**src/rtl/uart_pkg.sv**
```systemverilog
// rtl/uart_pkg.sv - shared UART types and sizing helpers
package uart_pkg;

  typedef enum logic [2:0] {
    DS_IDLE,
    DS_RD,
    DS_RDW,
    DS_SEND,
    DS_GAP,
    DS_CKS,
    DS_CKSGAP,
    DS_DONE
  } dump_state_t;

  localparam int DUMP_XLEN_DEFAULT = 32;

  // Bytes per RAM word
  function automatic int dump_bytes(input int xlen);
    return xlen / 8;
  endfunction

  // Byte-index width; at least one bit so single-byte words still have a counter
  function automatic int dump_bidx_w(input int xlen);
    return (xlen / 8 > 1) ? $clog2(xlen / 8) : 1;
  endfunction

  localparam int DUMP_BYTES  = dump_bytes(DUMP_XLEN_DEFAULT);
  localparam int DUMP_BIDX_W = dump_bidx_w(DUMP_XLEN_DEFAULT);

endpackage

```
**src/rtl/uart_ram_dumper.sv**
```systemverilog
// rtl/uart_ram_dumper.sv - streams a RAM word range over the UART TX handshake plus an additive checksum
module uart_ram_dumper
  import uart_pkg::*;
#(
  parameter int ADDR_LEN = 14,
  parameter int XLEN     = 32
) (
  input  logic                clk,
  input  logic                rst,
  input  logic                start,
  input  logic                inhibit,
  input  logic [ADDR_LEN-1:0] start_addr,
  input  logic [ADDR_LEN:0]   word_count,
  output logic                busy,
  output logic                done,
  output logic                ram_rd_en,
  output logic [ADDR_LEN-1:0] ram_addr,
  input  logic [XLEN-1:0]     ram_rd_data,
  output logic                tx_valid,
  output logic [7:0]          tx_data,
  input  logic                tx_busy
);

  localparam int BYTES  = dump_bytes(XLEN);
  localparam int BIDX_W = dump_bidx_w(XLEN);
  localparam logic [BIDX_W-1:0] LAST_IDX = BIDX_W'(BYTES - 1);

  dump_state_t         state, state_d;
  logic [ADDR_LEN-1:0] addr;
  logic [ADDR_LEN:0]   remain;
  logic [XLEN-1:0]     shreg;
  logic [BIDX_W-1:0]   byte_idx;
  logic [7:0]          cksum;
  logic [7:0]          tx_data_q;
  logic [7:0]          tx_byte;
  logic                cksgap_seen;
  logic                capture, load_sh, next_byte, next_word;

  // The address register doubles as the RAM address; it only moves between reads
  assign ram_addr = addr;
  assign tx_byte  = (state == DS_CKS) ? cksum : shreg[7:0];
  // Show the new byte in its launch cycle, then hold it until the next launch
  assign tx_data  = tx_valid ? tx_byte : tx_data_q;

  // State register
  always_ff @(posedge clk) begin
    if (rst) state <= DS_IDLE;
    else     state <= state_d;
  end

  // Next-state decode and per-state strobes
  always_comb begin
    state_d   = state;
    busy      = 1'b0;
    done      = 1'b0;
    ram_rd_en = 1'b0;
    tx_valid  = 1'b0;
    capture   = 1'b0;
    load_sh   = 1'b0;
    next_byte = 1'b0;
    next_word = 1'b0;
    case (state)
      DS_IDLE: begin
        if (start && !inhibit) begin
          capture = 1'b1;
          state_d = DS_RD;
        end
      end
      DS_RD: begin
        busy = 1'b1;
        if (remain == '0) begin
          state_d = DS_CKS;
        end else begin
          ram_rd_en = 1'b1;
          state_d   = DS_RDW;
        end
      end
      DS_RDW: begin
        busy    = 1'b1;
        load_sh = 1'b1;
        state_d = DS_SEND;
      end
      DS_SEND: begin
        busy = 1'b1;
        if (!tx_busy) begin
          tx_valid = 1'b1;
          state_d  = DS_GAP;
        end
      end
      DS_GAP: begin
        busy = 1'b1;
        if (byte_idx == LAST_IDX) begin
          next_word = 1'b1;
          state_d   = DS_RD;
        end else begin
          next_byte = 1'b1;
          state_d   = DS_SEND;
        end
      end
      DS_CKS: begin
        busy = 1'b1;
        if (!tx_busy) begin
          tx_valid = 1'b1;
          state_d  = DS_CKSGAP;
        end
      end
      DS_CKSGAP: begin
        busy = 1'b1;
        if (cksgap_seen && !tx_busy) state_d = DS_DONE;
      end
      DS_DONE: begin
        done    = 1'b1;
        state_d = DS_IDLE;
      end
      default: state_d = DS_IDLE;
    endcase
  end

  // Datapath: address/count, shift register, checksum and held TX byte
  always_ff @(posedge clk) begin
    if (rst) begin
      addr        <= '0;
      remain      <= '0;
      shreg       <= '0;
      byte_idx    <= '0;
      cksum       <= '0;
      tx_data_q   <= '0;
      cksgap_seen <= 1'b0;
    end else begin
      // First CKSGAP cycle ignores tx_busy, which is only just rising
      cksgap_seen <= (state == DS_CKSGAP);
      if (capture) begin
        addr   <= start_addr;
        remain <= word_count;
        cksum  <= '0;
      end
      if (load_sh) begin
        shreg    <= ram_rd_data;
        byte_idx <= '0;
      end
      if (tx_valid) begin
        tx_data_q <= tx_byte;
        if (state == DS_SEND) cksum <= cksum + tx_byte;
      end
      if (next_byte) begin
        shreg    <= shreg >> 8;
        byte_idx <= byte_idx + BIDX_W'(1);
      end
      if (next_word) begin
        addr   <= addr + ADDR_LEN'(1);
        remain <= remain - (ADDR_LEN + 1)'(1);
      end
    end
  end

endmodule

```
**config.mk**
```make
export PLATFORM = sky130hd
export DESIGN_NAME = uart_ram_dumper
export DESIGN_NICKNAME = d
export VERILOG_FILES = /design/src/rtl/uart_pkg.sv /design/src/rtl/uart_ram_dumper.sv
export SDC_FILE = /design/constraint.sdc
export NUM_CORES = 1
export LEC_CHECK = 0
export CORE_MARGIN = 3
export CORE_UTILIZATION = 51
export DETAILED_ROUTE_END_ITERATION = 6
export PLACE_DENSITY = 0.81
export SYNTH_ARGS = -nofsm -noshare
export SYNTH_HDL_FRONTEND = slang
export SYNTH_SLANG_ARGS = --single-unit
```
**constraint.sdc**
```tcl
create_clock -name clk -period 3.2 [get_ports clk]
set_input_delay 0.64 -clock clk [delete_from_list [all_inputs] [get_ports clk]]
set_output_delay 0.64 -clock clk [all_outputs]
set_load 0.01 [all_outputs]
```
==> metrics.md <==
| Metric | Value |
|---|---|
| Outcome | completed |
| CTS Buf Count | 9 |
| Antenna Violating Nets Remaining | 0 |
| Root Driver | clkbuf_8 |
| Flop2flop setup slack | 0.43 ns |
| Top-count cell post-synth | nand2_1 |
| Req. time, crit path | 2.56 ns |
| Worst-skew pair later-pin latency | 0.36 ns |
| DRT iter0 DRCs | 266 |
| Crit path largest cell delay | 0.50 ns |
| Full die area | 9490 sq um |
| Crit-path cells | clkdlybuf4s50_1 -> nand2b_1 -> nand2b_1 -> buf_12 -> mux2_2 -> clkdlybuf4s50_1 |
| Cells on worst reg2reg path | 8 |
| Non-Filler Instances | 712 |
| Final worst-path cycle share | 95.6% |
| Ant. Diodes | 0 |
| CP Data Arrival Time | 2.42 ns |
| Number of global-route vias before repair | 3849 |
| Yosys reg bits | 83 |
| Largest area contributor in the netlist | dfxtp_1 |
| CP endpoint kind | output port |
| Buffers on Ports | 91 |
| GP Congestion | 0.858 |
| Post-synth top cells | 95 x nand2_1, 83 x dfxtp_1, 48 x nor2_1 |
| Post-route cell area | 5460 sq um |
| Setup TNS | 0 ns |
| CTS H-tree lvls | 3 |
| Core region area | 7930 sq um |
| Cells after Synth | 529 |
| Worst R2R Start | state[1]$_SDFFE_PP0P_ |
| RR Endpoint | cksum[4]$_SDFF_PP0_ |
| Vias post-DR | 4203 |
| Peak supply drop | 0.206 mV |
| Area contributors post-synth | dfxtp_1 39%, nand2_1 8.4%, a311oi_1 4.9% |
| Area grow syn2layout | 28.2% |
| Post-synth EDFFs | 0 |
| Leak | 2.02 nW |
| Relative slew margins | 31.3% |
| Num Clock Sinks | 83 |
| Top-area cell type share of the netlist area | 39.0% |
| Worst Skew | 0.0107 ns |
| Crit path max fanout | 9 |
| Power consumption | 2.14 mW |
| Final Hold Viols | 0 |
| CP startpoint kind | input pin |
| Dpl ws | 0.143 ns |
| WS Path Type | in -> out |
| Max cap viols | 0 |
| Cell Area, Placed | 5260 sq um |
| Worst Hold Path EP | shreg[31]$_SDFFE_PP0P_ |
| Hold_buf cts | 0 |
| Hold slack | 0.459 ns |
| Seq/Total Area, Yosys | 39.0% |
| CTS tree | yes |
| Num rows | 32 |
| RSZ-0062 raised after global routing | false |
| Fmax | 0.327 GHz |
| Wirelength per Cell | 15.5 microns |
| Largest net degree at the start of global routing | 51 |
| Grt total ovfl | 0 |
| Syn Area/Cell | 8.05 sq um |
| Min-delay src | shreg[31]$_SDFFE_PP0P_ |
| Starting Density | 53.7% |
| Post-Syn Area | 4260 sq um |
| # placed instances | 696 |
| IO Pins | 92 |
| YS warnings | 0 |
| Initial antenna violation count | 0 |
| Power Dens Cells | 392 nW/um^2 |
| Hold Path Depth | 2 |
| Fin. max-slew vios | 0 |
| First drt pass iteration count | 6 |
| Die X | 97.4 microns |
| Die Ht | 97.4 microns |
| Layout cells sized above 1 | 9.34% |
| Min-delay worst type | reg -> reg |
| Most common flop cell mapped by yosys | dfxtp_1 |
| GRT Overall Usage | 22.9% |
| Clock-pin slew on the worst setup and hold paths | 0.09 ns |
| Clock Tree Buf Depth | 2 |
| Fraction of registers with async set/reset | 0% |
| First-pass GRT wire length | 18.1 mm |
| Post-Syn Nets | 607 |
| Slew of the pin with the lowest slew margin | 1.03 ns |
| Final Net Count | 683 |
| DP HPWL | 7.89 mm |
| Cell variety after synth | 55 |
| Setup ws final | 0.141 ns |
| Total length of routed wires | 11.1 mm |
| # DRC | 0 |
| Final Core Density | 68.9% |
| Via-to-Cell Ratio | 5.90 |
| Critical path's slowest cell | clkdlybuf4s50_1 |
| Final setup vio count | 0 |
| Final worst path period need | 3.06 ns |
-- power by group --
| part | total, mW | internal [mW] | switching (mW) | leakage, nW |
|---|---|---|---|---|
| Sequential | 1.10 | 1.07 | 0.0332 | 0.673 |
| Combinational | 0.325 | 0.170 | 0.155 | 1.25 |
| Clock | 0.712 | 0.310 | 0.403 | 0.0933 |
| Total | 2.14 | 1.55 | 0.591 | 2.02 |
-- what timing repair did --
item,CTS,global route
endpoints found under the setup margin,1,0
gates resized for setup,3,0
buffers inserted,0,0
hold endpoints to repair,0,0
-- state kept, by name, indices dropped and copies added, names as in the netlist --
register and cells:
cksum 8, cksgap_seen 1, byte_idx 2, ram_addr 14, state 3, tx_data_q 8, remain 15, shreg 32
-- layout by cell type (no fill, tap or decap), types with 3 or more instances in the layout --
cell type,count
a211oi_1,6
a21oi_1,34
a221oi_1,3
a22oi_1,3
a311oi_1,24
a31oi_1,19
and2_1,10
and3_1,5
buf_4,13
clkbuf_8,10
clkdlybuf4s50_1,89
dfxtp_1,83
ha_1,11
inv_1,12
mux2_2,14
nand2_1,95
nand2b_1,3
nand3_1,20
nand4_1,3
nor2_1,48
nor3_1,4
o211ai_1,13
o21ai_0,10
o311ai_0,4
or3_1,14
or4_1,4
or4_4,3
xor2_1,3
-- per-layer routing --
metal,global-route usage (%),wire length [microns],up-vias
li1,-,-,2073
met1,30.2,4910,1971
met2,37.3,5280,144
met3,5.81,727,15
met4,5.86,138,0
met5,0,0,-
-- worst max-delay path, delay by kind of cell --
| kind | cells | cell delay [ns] |
|---|---|---|
| multiplexers | 1 | 0.34 |
| AND/OR/NAND/NOR | 2 | 0.29 |
| buffers and inverters | 3 | 1.14 |
-- layout make-up --
| class | instances | area (sq um) |
|---|---|---|
| fillers | 655 | 2470 |
| multi-input cells | 394 | 2420 |
| flip-flops and latches | 83 | 1660 |
| repair buffers | 105 | 1020 |
| clock buffers | 10 | 138 |
| well taps | 102 | 128 |
| clock inverters | 6 | 47.5 |
| inverters | 12 | 45.0 |
-- logic make-up after synthesis --
group / after synthesis / synth area share [%]
AOI/OAI and AO/OA: 132 / 21.6
xor gates and xnor gates: 4 / 0.822
DFF: 83 / 39.0
adders and majority gates: 12 / 3.70
buffers and inverters: 52 / 4.67
muxes: 16 / 4.17
and+or+nand+nor: 230 / 26.0
-- worst max-delay path by stage --
stage | from | to | slack, ns | cells past startpoint
final | tx_busy | tx_data[6] | 0.14 | 6
after global routing | state[1]$_SDFFE_PP0P_ | tx_data[1] | 0.07 | 4
after CTS | remain[7]$_SDFFE_PP0P_ | ram_rd_en | 0.13 | 5
after detailed placement | tx_busy | tx_data[6] | 0.14 | 6
after global placement | tx_busy | tx_data[7] | 0.17 | 7
after floorplan | state[1]$_SDFFE_PP0P_ | cksum[4]$_SDFF_PP0_ | 0.52 | 10
(Power assumes the default switching activity.)
